[config.mk]
export PLATFORM = sky130hd
export DESIGN_NAME = tlb
export DESIGN_NICKNAME = d
export VERILOG_FILES = /design/src/rtl/params_pkg.sv /design/src/rtl/tlb.sv
export SDC_FILE = /design/constraint.sdc
export NUM_CORES = 1
export LEC_CHECK = 0
export CAP_MARGIN = 20
export CELL_PAD_IN_SITES_DETAIL_PLACEMENT = 1
export CELL_PAD_IN_SITES_GLOBAL_PLACEMENT = 1
export CORE_MARGIN = 1.5
export CORE_UTILIZATION = 40
export DETAILED_ROUTE_END_ITERATION = 12
export HOLD_SLACK_MARGIN = 0.12
export PLACE_DENSITY = 0.76
export SYNTH_ARGS = -nofsm -noshare
export SYNTH_HDL_FRONTEND = slang
export SYNTH_SLANG_ARGS = --single-unit
[constraint.sdc]
create_clock -name clk_i -period 1.7 [get_ports clk_i]
set_input_delay 0.34 -clock clk_i [delete_from_list [all_inputs] [get_ports clk_i]]
set_output_delay 0.34 -clock clk_i [all_outputs]
set_load 0.02 [all_outputs]
[src/rtl/params_pkg.sv]
// Shared address-width defaults for the memory-management blocks.
package params_pkg;
  localparam int VADDR_WIDTH = 32;
  localparam int PADDR_WIDTH = 32;
endpackage

[src/rtl/tlb.sv]
// Fully-associative TLB with round-robin replacement and a blocking
// single-request page-table-walker handshake (IDLE -> WALK -> RESP).
module tlb #(
  parameter int VADDR_WIDTH = params_pkg::VADDR_WIDTH,
  parameter int PADDR_WIDTH = params_pkg::PADDR_WIDTH,
  parameter int NUM_ENTRIES = 4
) (
  input  logic                   clk_i,
  input  logic                   rst_ni,
  input  logic                   req_i,
  input  logic [VADDR_WIDTH-1:0] vaddr_i,
  input  logic                   flush_i,
  output logic                   valid_o,
  output logic                   error_o,
  output logic [PADDR_WIDTH-1:0] paddr_o,
  output logic                   ptw_req_o,
  output logic [VADDR_WIDTH-1:0] ptw_vaddr_o,
  input  logic                   ptw_valid_i,
  input  logic                   ptw_error_i,
  input  logic [PADDR_WIDTH-1:0] ptw_paddr_i
);

  localparam int VPN_W = VADDR_WIDTH - 12;
  localparam int PPN_W = PADDR_WIDTH - 12;
  localparam int PTR_W = (NUM_ENTRIES > 1) ? $clog2(NUM_ENTRIES) : 1;
  localparam logic [PTR_W-1:0] PTR_MAX = PTR_W'(NUM_ENTRIES - 1);

  typedef enum logic [1:0] {
    IDLE = 2'd0,
    WALK = 2'd1,
    RESP = 2'd2
  } state_e;

  state_e                   state_q;
  logic [NUM_ENTRIES-1:0]   entry_valid_q;
  logic [VPN_W-1:0]         entry_vpn_q [NUM_ENTRIES];
  logic [PPN_W-1:0]         entry_ppn_q [NUM_ENTRIES];
  logic [PTR_W-1:0]         ptr_q;
  logic [VADDR_WIDTH-1:0]   vaddr_q;
  logic                     valid_q;
  logic                     error_q;
  logic [PADDR_WIDTH-1:0]   paddr_q;
  logic                     ptw_req_q;

  logic [VPN_W-1:0]         req_vpn_s;
  logic [NUM_ENTRIES-1:0]   match_s;
  logic                     hit_s;
  logic [PPN_W-1:0]         hit_ppn_s;
  logic [PPN_W-1:0]         ptw_ppn_s;
  logic                     ptw_offset_unused_s;

  assign req_vpn_s = vaddr_i[VADDR_WIDTH-1:12];
  assign ptw_ppn_s = ptw_paddr_i[PADDR_WIDTH-1:12];
  // The walker's page offset is implied by the captured request address.
  assign ptw_offset_unused_s = ^ptw_paddr_i[11:0];

  // Lookup: fills only happen on a miss, so at most one entry can match and
  // the PPN can be OR-combined across entries.
  always_comb begin
    hit_ppn_s = '0;
    for (int i = 0; i < NUM_ENTRIES; i++) begin
      match_s[i] = entry_valid_q[i] && (entry_vpn_q[i] == req_vpn_s);
      hit_ppn_s  = hit_ppn_s | (entry_ppn_q[i] & {PPN_W{match_s[i]}});
    end
    hit_s = |match_s;
  end

  // Control FSM, entry array, replacement pointer and registered outputs.
  always_ff @(posedge clk_i or negedge rst_ni) begin
    if (!rst_ni) begin
      state_q       <= IDLE;
      entry_valid_q <= '0;
      ptr_q         <= '0;
      vaddr_q       <= '0;
      valid_q       <= 1'b0;
      error_q       <= 1'b0;
      paddr_q       <= '0;
      ptw_req_q     <= 1'b0;
      for (int i = 0; i < NUM_ENTRIES; i++) begin
        entry_vpn_q[i] <= '0;
        entry_ppn_q[i] <= '0;
      end
    end else begin
      case (state_q)
        IDLE: begin
          valid_q   <= 1'b0;
          error_q   <= 1'b0;
          paddr_q   <= '0;
          ptw_req_q <= 1'b0;
          if (req_i) begin
            vaddr_q <= vaddr_i;
            if (hit_s) begin
              state_q <= RESP;
              valid_q <= 1'b1;
              paddr_q <= {hit_ppn_s, vaddr_i[11:0]};
            end else begin
              state_q   <= WALK;
              ptw_req_q <= 1'b1;
            end
          end else begin
            state_q <= IDLE;
          end
        end
        WALK: begin
          if (ptw_error_i) begin
            state_q   <= RESP;
            ptw_req_q <= 1'b0;
            error_q   <= 1'b1;
            valid_q   <= 1'b0;
            paddr_q   <= '0;
          end else if (ptw_valid_i) begin
            state_q   <= RESP;
            ptw_req_q <= 1'b0;
            valid_q   <= 1'b1;
            error_q   <= 1'b0;
            paddr_q   <= {ptw_ppn_s, vaddr_q[11:0]};
            ptr_q     <= (ptr_q == PTR_MAX) ? '0 : ptr_q + PTR_W'(1);
            // A simultaneous flush wins over the fill.
            if (!flush_i) begin
              entry_valid_q[ptr_q] <= 1'b1;
              entry_vpn_q[ptr_q]   <= vaddr_q[VADDR_WIDTH-1:12];
              entry_ppn_q[ptr_q]   <= ptw_ppn_s;
            end
          end else begin
            state_q   <= WALK;
            ptw_req_q <= 1'b1;
          end
        end
        RESP: begin
          state_q   <= IDLE;
          valid_q   <= 1'b0;
          error_q   <= 1'b0;
          paddr_q   <= '0;
          ptw_req_q <= 1'b0;
        end
        default: begin
          state_q   <= IDLE;
          valid_q   <= 1'b0;
          error_q   <= 1'b0;
          paddr_q   <= '0;
          ptw_req_q <= 1'b0;
        end
      endcase

      if (flush_i) begin
        entry_valid_q <= '0;
      end
    end
  end

  assign valid_o     = valid_q;
  assign error_o     = error_q;
  assign paddr_o     = paddr_q;
  assign ptw_req_o   = ptw_req_q;
  assign ptw_vaddr_o = vaddr_q;

endmodule

==> flow_results.xml <==
<?xml version="1.0" encoding="UTF-8"?>
<metrics>
  <group name="power_and_ir_drop">
    <metric name="total_leakage_power" unit="nW">7.40</metric>
    <metric name="vdd_drop_max" unit="uV">904</metric>
    <metric name="power.density" unit="nW/um^2">1400</metric>
  </group>
  <group name="synth">
    <metric name="synthMostInstantiatedCell" unit="">dfrtp_1</metric>
    <metric name="mean_cell_area_of_the_mapped_netlist" unit="sq um">11.5</metric>
    <metric name="yosysSeqAreaShare" unit="%">55.6</metric>
    <metric name="synth_top_flop_cell" unit="">dfrtp_1</metric>
    <metric name="synth_edf_count" unit="">0</metric>
    <metric name="synth_seq_cells" unit="">234</metric>
    <metric name="ys_async_sr_fraction" unit="%">100</metric>
    <metric name="synth_commonest_cells" unit="">dfrtp_1 (234), mux2_2 (142), nand2_1 (104), xor2_1 (73)</metric>
    <metric name="synthesis.instances" unit="">913</metric>
    <metric name="synth.net_count" unit="">987</metric>
    <metric name="post_synth_design_cell_area" unit="sq um">10500</metric>
    <metric name="yosysTopAreaCell" unit="">dfrtp_1</metric>
    <metric name="synth_cell_type_count" unit="">31</metric>
    <metric name="yosys_warnings" unit="">0</metric>
    <metric name="synth_top_area_share" unit="%">55.6</metric>
    <metric name="netlist_top_cells_area" unit="">dfrtp_1 (56%), mux2_2 (15%), xor2_1 (6.1%), nand2_1 (3.7%), nor3_1 (3.1%)</metric>
  </group>
  <group name="floorplan">
    <metric name="placeableCoreArea" unit="sq um">26000</metric>
    <metric name="die_height" unit="um">165</metric>
    <metric name="core.rowCount" unit="">59</metric>
    <metric name="io_pins" unit="">137</metric>
    <metric name="die_area" unit="sq um">27300</metric>
    <metric name="initial_utilization" unit="%">40.5</metric>
    <metric name="chipWidth" unit="um">165</metric>
  </group>
  <group name="timing">
    <metric name="fin_worst_skew" unit="ps">13.8</metric>
    <metric name="final_min_period_over_clock_period" unit="%">147</metric>
    <metric name="timing.final.max_slew_violations" unit="">0</metric>
    <metric name="grt_setup_unrepaired" unit="">true</metric>
    <metric name="finalWorstSetupSlack" unit="ps">-795</metric>
    <metric name="slew-limit-headroom" unit="%">56.1</metric>
    <metric name="tightestPinTransition" unit="ps">642</metric>
    <metric name="timing.final.setup_violations" unit="">198</metric>
    <metric name="fmax" unit="MHz">401</metric>
    <metric name="timing_hold_violations_final" unit="">0</metric>
    <metric name="post-route-min-period" unit="ps">2490</metric>
  </group>
  <group name="clock_network">
    <metric name="clock_tree_from_tritoncts" unit="">built</metric>
    <metric name="cts.reportedPaths.clkPinSlew" unit="ps">70</metric>
    <metric name="clock_path_buffers" unit="">3</metric>
    <metric name="numCtsBuffers" unit="">26</metric>
    <metric name="cts_num_sinks" unit="">234</metric>
    <metric name="clk_latency" unit="ps">560</metric>
    <metric name="cts.root.buffer_cell" unit="">clkbuf_16</metric>
    <metric name="cts_max_level" unit="">1</metric>
  </group>
  <group name="placed_design">
    <metric name="place_congestion" unit="">0.804</metric>
    <metric name="place.detailed.instances" unit="">1392</metric>
    <metric name="placed_cell_area" unit="sq um">12900</metric>
    <metric name="dp_hpwl" unit="um">20800</metric>
    <metric name="io_buffers" unit="">124</metric>
    <metric name="detailedPlace.worstSlack" unit="ps">-1340</metric>
  </group>
  <group name="worst_setup_path">
    <metric name="worstSetupPathType" unit="">register to register</metric>
    <metric name="reg2reg_depth" unit="">9</metric>
    <metric name="crit_path_arrival_time" unit="ps">2900</metric>
    <metric name="worst_setup_path_start_kind" unit="">register</metric>
    <metric name="worst_setup_path_end_kind" unit="">register</metric>
    <metric name="reg2reg_from" unit="">entry_vpn_q[35]</metric>
    <metric name="worst-path-max-fanout" unit="">7</metric>
    <metric name="worst_r2r_endpoint" unit="">paddr_o[15]</metric>
    <metric name="critical_path_required" unit="ps">2100</metric>
    <metric name="reg2reg_slack" unit="ps">-790</metric>
  </group>
  <group name="hold_path">
    <metric name="holdCritPathClass" unit="">input pin to asynchronous set/reset pin</metric>
  </group>
  <group name="global_route">
    <metric name="global_route.overflow_total" unit="">0</metric>
    <metric name="global_route.usage.total" unit="%">30.3</metric>
    <metric name="first_global_vias" unit="">9364</metric>
    <metric name="grt_antenna_before_repair" unit="">0</metric>
    <metric name="largest_net_degree_at_the_start_of_global_routing" unit="">49</metric>
    <metric name="global_route_wire_length_before_repair" unit="um">60900</metric>
  </group>
  <group name="drt">
    <metric name="postRouteAntennaNets" unit="">0</metric>
    <metric name="via_count" unit="">8678</metric>
    <metric name="wl" unit="um">43500</metric>
    <metric name="detailedRoute.firstIterationViolations" unit="">667</metric>
    <metric name="routed_wire_length_per_instance" unit="um">29.3</metric>
    <metric name="drt_drc_violations_left" unit="">0</metric>
    <metric name="vias_per_cell" unit="">5.85</metric>
    <metric name="firstDrtPassIters" unit="">5</metric>
  </group>
  <group name="final_layout">
    <metric name="fin_area" unit="sq um">15200</metric>
    <metric name="areaGrowthSynthToFinish" unit="%">44.8</metric>
    <metric name="post-route-util" unit="%">58.7</metric>
    <metric name="num_antenna_cells" unit="">0</metric>
    <metric name="proportion_of_layout_cells_with_a_drive_suffix_above_1" unit="%">40.1</metric>
    <metric name="final_cell_count_no_fill" unit="">1484</metric>
    <metric name="final_nets" unit="">1204</metric>
  </group>
  <group name="status">
    <metric name="violations" unit="">negative setup slack</metric>
    <metric name="status" unit="">finished with violations</metric>
  </group>
  <group name="job">
    <metric name="drv_cap" unit="">0</metric>
  </group>
</metrics>
## registers in the layout, indices dropped and copies added, names as in the netlist
name	count
ptr_q	2
entry_vpn_q	80
state_q	2
ptw_vaddr_o	32
entry_ppn_q	80
valid_o	1
error_o	1
entry_valid_q	4
paddr_o	32
## cells in the final DEF (no fill, tap or decap), drive strengths merged
cell and count:
a2111oi 20, a211oi 1, a21o 1, a22oi 32
and2 1, and2b 1, buf 130, bufinv 1
clkbuf 54, clkdlybuf4s15 8, clkdlybuf4s50 43, clkinv 5
clkinvlp 1, dfrtp 234, dlygate4sd2 57, dlygate4sd3 1
dlymetal6s2s 2, ha 4, inv 66, mux2 160
nand2 104, nand2b 1, nand3 3, nand4 5
nor2 6, nor2b 2, nor3 66, nor3b 1
nor4 17, o21a 1, o21ai 39, o41ai 2
xnor2 7, xor2 73
## stage by stage
| step | TNS [ps] | power, mW | hold WS, ps |
|---|---|---|---|
| after detailed placement | -144440 | 14.2 | 276 |
| after global placement | -132880 | 13.8 | 269 |
| after CTS | -38080 | 20.3 | 262 |
| after global routing | -66370 | 22.1 | 316 |
| final | -57520 | 21.4 | 284 |
| after floorplan | -38160 | 11.8 | 44.4 |
## cell type report
class                      instances  area (sq um)
inverter                          66           248
multi-input combinational        547          4940
clock inverter                     7          62.6
clock buffer                      40           774
timing repair buffer             255          2930
fill                            2569         10700
tap                              335           419
sequential                       234          5870
## what timing repair did
item | 4_1_cts | 5_1_grt
resized for setup | 235 | 114
buffers inserted | 24 | 8
gates cloned | 20 | 2
endpoints found under the setup margin | 262 | 231
hold buffers | 1 | 0
endpoints found under the hold margin | 216 | 0
pin swaps | 24 | 12
## worst max-delay path by stage
stage,startpoint,to,slack (ps)
floorplan,vaddr_i[15],paddr_o[10],-230
global placement,vaddr_i[27],state_q[0],-1260
detailed placement,vaddr_i[13],paddr_o[22],-1340
finish,entry_vpn_q[35],paddr_o[15],-790
CTS,entry_vpn_q[33],valid_o,-530
global route,vaddr_i[20],paddr_o[22],-780
## report_power, final
group	internal, mW	switching [mW]
Sequential	7.57	1.90
Combinational	2.86	3.32
Clock	3.27	2.45
## layer usage
layer  track usage (%)  part of all wire, %  vias to the layer above
met5                 0                    0                        -
met4              13.7                  4.8                        0
met3              5.87                  7.9                      154
met2              49.7                   48                      476
met1              38.8                   40                     4492
li1                  -                    -                     3556
## logic make-up after synthesis
family,after synthesis,share of synthesized area [%]
muxes,160,17.1
adders and majority gates,4,0.475
and+or+nand+nor,207,9.08
xor gates and xnor gates,80,6.65
DFF,234,55.6
buffers and inverters,132,4.84
AOI/OAI and AO/OA,96,6.25
## worst max-delay path, stage by stage, from the launching register on
cell and delay [ps]:
dfrtp_1 500, xor2_2 240, nor4_4 80, nand4_1 210, nor4_4 60, buf_6 140, buf_4 150, buf_8 140
a2111oi_1 630, o21ai_1 170
Note: power is estimated with default switching activity, not from simulation.
